### config.mk
export PLATFORM = sky130hd
export DESIGN_NAME = led_pwm_port
export DESIGN_NICKNAME = d
export VERILOG_FILES = /design/src/rtl/led_pwm_pkg.sv /design/src/rtl/pwm_timebase.sv /design/src/rtl/led_pwm_port.sv
export SDC_FILE = /design/constraint.sdc
export NUM_CORES = 1
export LEC_CHECK = 0
export CORE_MARGIN = 2
export CORE_UTILIZATION = 25
export CTS_CLUSTER_SIZE = 8
export DETAILED_ROUTE_END_ITERATION = 10
export SLEW_MARGIN = 10
export SYNTH_ARGS = -nofsm -noshare
export SYNTH_HDL_FRONTEND = slang
export SYNTH_SLANG_ARGS = --single-unit
### constraint.sdc
create_clock -name clk_48mhz -period 5.8 [get_ports clk_48mhz]
set_input_delay 1.16 -clock clk_48mhz [delete_from_list [all_inputs] [get_ports clk_48mhz]]
set_output_delay 1.16 -clock clk_48mhz [all_outputs]
set_load 0.1 [all_outputs]
### src/rtl/led_pwm_pkg.sv
// led_pwm_pkg: shared constants for the LED PWM port.
// Control register layout, reset value and register index helper.
package led_pwm_pkg;

  localparam int CTRL_RUN_BIT  = 0;
  localparam int CTRL_SYNC_BIT = 1;
  localparam int CTRL_BITS     = 2;

  localparam logic [CTRL_BITS-1:0] CTRL_RESET = 2'b11;

  // Control register sits right after the last duty register.
  function automatic int ctrl_index(input int channels);
    return channels;
  endfunction

endpackage

### src/rtl/pwm_timebase.sv
// pwm_timebase: prescaler, PWM period counter and wrap detector.
// Everything is held at zero while run is low.
module pwm_timebase #(
  parameter int PRESCALE   = 188,
  parameter int DUTY_WIDTH = 8
) (
  input  logic                  clk_48mhz,
  input  logic                  reset,
  input  logic                  run,
  output logic [DUTY_WIDTH-1:0] cnt,
  output logic                  period_start
);

  localparam int PW =
    (PRESCALE > 1) ? $clog2(PRESCALE) : 1;
  localparam logic [PW-1:0] PRE_MAX =
    PW'(PRESCALE - 1);

  logic [PW-1:0]         r_pre;
  logic                  r_tick;
  logic [DUTY_WIDTH-1:0] r_cnt;
  logic                  w_wrap;
  logic                  w_cnt_max;

  assign w_wrap    = run && (r_pre == PRE_MAX);
  assign w_cnt_max = &r_cnt;

  // Tick is registered off the prescaler wrap, so after a
  // restart the first count step lands PRESCALE cycles out.
  always_ff @(posedge clk_48mhz) begin
    if (reset || !run) begin
      r_pre  <= '0;
      r_tick <= 1'b0;
      r_cnt  <= '0;
    end else begin
      r_pre  <= w_wrap ? '0 : r_pre + 1'b1;
      r_tick <= w_wrap;
      if (r_tick)
        r_cnt <= r_cnt + 1'b1;
    end
  end

  assign cnt          = r_cnt;
  assign period_start = run && r_tick && w_cnt_max;

endmodule

### src/rtl/led_pwm_port.sv
// led_pwm_port: N-channel PWM LED port on the register bus.
// Double-buffered duties, per-channel polarity, registered outputs.
module led_pwm_port
  import led_pwm_pkg::*;
#(
  parameter int CHANNELS   = 8,
  parameter int DUTY_WIDTH = 8,
  parameter int PRESCALE   = 188,
  parameter logic [CHANNELS-1:0] ACTIVE_LOW = '0,
  localparam int ADDR_WIDTH = $clog2(CHANNELS + 1)
) (
  input  logic                  clk_48mhz,
  input  logic                  reset,
  input  logic                  wr_en,
  input  logic                  rd_en,
  input  logic [ADDR_WIDTH-1:0] addr,
  input  logic [DUTY_WIDTH-1:0] wr_data,
  output logic [DUTY_WIDTH-1:0] rd_data,
  output logic                  rd_valid,
  output logic                  period_start,
  output logic [CHANNELS-1:0]   pwm_out
);

  localparam int CTRL_IDX = ctrl_index(CHANNELS);

  if (CHANNELS < 1 || CHANNELS > 32) begin : g_bad_ch
    $error("CHANNELS must be 1..32");
  end
  if (DUTY_WIDTH < 2 || DUTY_WIDTH > 16) begin : g_bad_dw
    $error("DUTY_WIDTH must be 2..16");
  end
  if (PRESCALE < 1 || PRESCALE > 65535) begin : g_bad_ps
    $error("PRESCALE must be 1..65535");
  end

  logic [DUTY_WIDTH-1:0] r_shadow [CHANNELS];
  logic [DUTY_WIDTH-1:0] r_active [CHANNELS];
  logic [CTRL_BITS-1:0]  r_ctrl;
  logic [CHANNELS-1:0]   r_pwm;
  logic [DUTY_WIDTH-1:0] r_rd_data;
  logic                  r_rd_valid;

  logic [CHANNELS-1:0]   w_wr_ch;
  logic                  w_wr_ctrl;
  logic                  w_run;
  logic                  w_sync;
  logic                  w_track;
  logic                  w_ps;
  logic [DUTY_WIDTH-1:0] w_cnt;
  logic [CHANNELS-1:0]   w_on;
  logic [DUTY_WIDTH-1:0] w_rd_mux;

  assign w_run   = r_ctrl[CTRL_RUN_BIT];
  assign w_sync  = r_ctrl[CTRL_SYNC_BIT];
  assign w_track = !w_run || !w_sync;

  assign w_wr_ctrl =
    wr_en && (addr == ADDR_WIDTH'(CTRL_IDX));

  always_comb begin
    w_wr_ch = '0;
    for (int i = 0; i < CHANNELS; i++)
      w_wr_ch[i] = wr_en && (addr == ADDR_WIDTH'(i));
  end

  pwm_timebase #(
    .PRESCALE   (PRESCALE),
    .DUTY_WIDTH (DUTY_WIDTH)
  ) u_timebase (
    .clk_48mhz    (clk_48mhz),
    .reset        (reset),
    .run          (w_run),
    .cnt          (w_cnt),
    .period_start (w_ps)
  );

  always_ff @(posedge clk_48mhz) begin
    if (reset)
      r_ctrl <= CTRL_RESET;
    else if (w_wr_ctrl)
      r_ctrl <= wr_data[CTRL_BITS-1:0];
  end

  // At a wrap a same-cycle write bypasses the shadow so the
  // new duty governs the period that is just starting.
  always_ff @(posedge clk_48mhz) begin
    if (reset) begin
      for (int i = 0; i < CHANNELS; i++) begin
        r_shadow[i] <= '0;
        r_active[i] <= '0;
      end
    end else begin
      for (int i = 0; i < CHANNELS; i++) begin
        if (w_wr_ch[i])
          r_shadow[i] <= wr_data;
        if (w_track)
          r_active[i] <= r_shadow[i];
        else if (w_ps)
          r_active[i] <= w_wr_ch[i] ? wr_data
                                    : r_shadow[i];
      end
    end
  end

  always_comb begin
    w_on = '0;
    for (int i = 0; i < CHANNELS; i++)
      w_on[i] = (&r_active[i]) ||
                (w_cnt < r_active[i]);
  end

  always_ff @(posedge clk_48mhz) begin
    if (reset)
      r_pwm <= ACTIVE_LOW;
    else
      r_pwm <= ({CHANNELS{w_run}} & w_on) ^ ACTIVE_LOW;
  end

  always_comb begin
    w_rd_mux = '0;
    for (int i = 0; i < CHANNELS; i++)
      if (addr == ADDR_WIDTH'(i))
        w_rd_mux = r_shadow[i];
    if (addr == ADDR_WIDTH'(CTRL_IDX))
      w_rd_mux[CTRL_BITS-1:0] = r_ctrl;
  end

  always_ff @(posedge clk_48mhz) begin
    if (reset) begin
      r_rd_data  <= '0;
      r_rd_valid <= 1'b0;
    end else begin
      r_rd_valid <= rd_en;
      if (rd_en)
        r_rd_data <= w_rd_mux;
    end
  end

  assign rd_data      = r_rd_data;
  assign rd_valid     = r_rd_valid;
  assign period_start = w_ps;
  assign pwm_out      = r_pwm;

endmodule
==> impl_metrics.tcl <==
set metrics [dict create \
    status "finished, final reports clean" \
    cp-start-kind "flop" \
    final_cells 1294 \
    tightestPinTransition_ns 1.02 \
    viasPerCell 4.74 \
    worst_slack_ns 1.52 \
    dp_slack_ns 1.80 \
    cp_common_cell "and4_1" \
    required_ns 4.64 \
    setup_tns_ns 0 \
    max_stage_delay_ns 1.14 \
    hold_violations 0 \
    setup_viol 0 \
    ys.flop_type "edfxtp_1" \
    place_hpwl_um 16800 \
    synth_edf_count 128 \
    worst-setup-path-type "reg -> out" \
    numCtsBuffers 17 \
    initial_core_util_pct 25.4 \
    avgSynthCellArea_sq_um 10.9 \
    critPathMaxFanout 13 \
    regArea_sq_mm 0.00456 \
    coreArea_sq_mm 0.0345 \
    end_kind "output pin" \
    rsz0062_at_grt "no" \
    cts_setup_buffers 0 \
    dieArea_sq_mm 0.0366 \
    cts_sinks 164 \
    power.total_mw 2.79 \
    dieWidth_um 191 \
    via_count 6133 \
    reg2reg_slack_ns 2.39 \
    fillers 3566 \
    nets 900 \
    cts_buffer_depth 2 \
    timing.fmax_mhz 234 \
    io_pins 34 \
    htree_levels 4 \
    hold_class "reg -> reg" \
    reg2reg_depth 5 \
    gp_congestion 0.870 \
    antenna_found_initial 0 \
    grt_pass1_wl_um 35400 \
    slowest_stage "clkdlybuf4s50_1" \
    ys_seq_elements 164 \
    path_cells "and4_1 > and3_1 > and4_1 > clkdlybuf4s50_1" \
    io_buffers 33 \
    rows 68 \
    drive_gt1_share_pct 7.63 \
    fin_crit_sh_pct 73.7 \
    synth_area_sq_mm 0.00876 \
    cts_hold_buffers 0 \
    max_slew_margin_pct 31.5 \
    drv_cap 0 \
    cts_tree "built" \
    drt-initial-drc-count 538 \
    r2r-end "r_active[0][17]" \
    power.leakage_nw 3.91 \
    die_h_um 191 \
    synth_fp_nets 881 \
    yosysSeqAreaShare_pct 52.1 \
    critPathBufInv 1 \
    power_density_mw_per_mm2 275 \
    ys_warn_count 0 \
    clk_pin_slew_ns 0.07 \
    critPathLaunch "u_timebase.cnt[2]" \
    grtUsageTotal_pct 12.9 \
    diodes 0 \
    critPathTopFamily "buffers and inverters" \
    synth_cell_type_count 47 \
    synthArstFlopShare_pct 0 \
    place_inst 1262 \
    crit_arrival_ns 3.12 \
    r2r_start "u_timebase.cnt[1]" \
    cts_resized 0 \
    overflow 0 \
    areaGrowthSynthToFinish_pct 15.7 \
    grt_pass1_vias 6045 \
    min_period_ns 4.28 \
    wl_per_cell_um 17.5 \
    drtPass1Iterations 5 \
    drv_slew 0 \
    drc 0 \
    syn_inst 807 \
    clockRootBuffer "clkbuf_16" \
    ant_nets 0 \
    multi_input_area_sq_mm 0.00379 \
    crit_cells 4 \
    grt_max_degree 41 \
    clock_latency_ns 0.44 \
    finalWirelength_um 22700 \
    endpoint "period_start" \
    ir_drop_mv 0.197 \
    skew_ns 0.0144 \
]
==> how the worst min path moves through the flow <==
stage	depth (start not counted)	slack, ns	from	endpoint
detailed placement	1	0.44	u_timebase.r_pre[0]	u_timebase.r_pre[0]
finish	1	0.44	u_timebase.r_pre[0]	u_timebase.r_pre[0]
global route	1	0.49	u_timebase.r_pre[0]	u_timebase.r_pre[0]
global placement	1	0.43	u_timebase.r_pre[0]	u_timebase.r_pre[0]
floorplan	1	0.41	u_timebase.r_pre[0]	u_timebase.r_pre[0]
CTS	1	0.45	u_timebase.r_pre[0]	u_timebase.r_pre[0]
==> Yosys cell counts, types with 3 or more instances <==
master | number | area [sq um]
dfxtp_1 | 36 | 721
edfxtp_1 | 128 | 3840
a21o_1 | 18 | 135
nand3_1 | 9 | 45.0
nor2_2 | 8 | 50.1
nand2b_1 | 30 | 188
and3_1 | 9 | 56.3
o22a_1 | 8 | 70.1
o22ai_1 | 5 | 31.3
a211oi_1 | 16 | 120
o2111ai_1 | 8 | 70.1
a31oi_1 | 3 | 18.8
a21oi_1 | 19 | 95.1
mux2i_1 | 59 | 591
nand4_1 | 25 | 156
inv_1 | 65 | 244
xnor2_1 | 7 | 61.3
buf_2 | 3 | 15.0
xor2_1 | 6 | 52.6
nor2b_1 | 10 | 62.6
nand3b_1 | 15 | 113
o21ai_0 | 31 | 155
mux4_2 | 3 | 67.6
clkbuf_1 | 38 | 143
ha_1 | 58 | 726
o21bai_1 | 3 | 22.5
a22o_1 | 8 | 70.1
nor2_1 | 111 | 417
nand2_1 | 41 | 154
nor3_4 | 3 | 48.8
==> kinds of logic after synthesis <==
family | count (synthesis) | synth area share [%]
compound gates | 128 | 9.85
xor+xnor | 13 | 1.30
fa+ha+maj | 58 | 8.28
buf+inv | 108 | 4.80
flops | 164 | 52.1
mux | 63 | 7.64
simple gates | 273 | 16.1
==> per-stage QoR <==
step                      hold WS (ns)  util (%)  area [sq um]
final                            0.442      29.4         10100
after global routing             0.488      29.4         10100
after CTS                        0.446      29.4         10100
after detailed placement         0.436      27.7          9560
after global placement           0.429      27.7          9560
after floorplan                  0.413         -          8760
==> report_power, final <==
part           leakage (nW)  switching, mW  internal [mW]  total (mW)
Clock                 0.293          0.493          0.616        1.11
Combinational          2.04          0.199         0.0909       0.290
Sequential             1.57         0.0469           1.34        1.39
Total                  3.91          0.738           2.05        2.79
==> placed cells by master (no fill, tap or decap), drive strengths merged, types with 3 or more instances in the layout <==
cell and count:
ha 58, nand2 41, nand3 9, a31oi 3, nand2b 30, mux2i 59, clkdlybuf4s50 32, a21oi 19
buf 11, o22a 8, xnor2 7, edfxtp 128, o21bai 3, a21o 18, mux4 3, nand3b 15
xor2 6, a211oi 16, nor2b 10, o21ai 31, nor3 6, o22ai 5, nor2 119, and3 9
o2111ai 8, nand4 25, clkinv 4, a22o 8, dfxtp 36, clkbuf 20, inv 73
==> flip-flops by register name (all words and copies together) (netlist names) <==
signal	count
pwm_out	8
r_active	64
r_ctrl	2
r_shadow	64
rd_data	8
rd_valid	1
u_timebase.cnt	8
u_timebase.r_pre	8
u_timebase.r_tick	1
==> layout make-up <==
type	count	share of cell area, %
clock buffer	20	4.82
clock inverter	12	0.851
inverter	65	2.41
multi-input combinational	535	37.3
sequential	164	45.0
tap	455	5.61
timing repair buffer	43	3.95
==> routing by layer <==
metal  global-route usage (%)  wire length [um]
met5                        0                 0
met4                     5.18               471
met3                     2.06               934
met2                     21.6             11100
met1                     16.5             10200
Power figures use the tool's default switching activity.
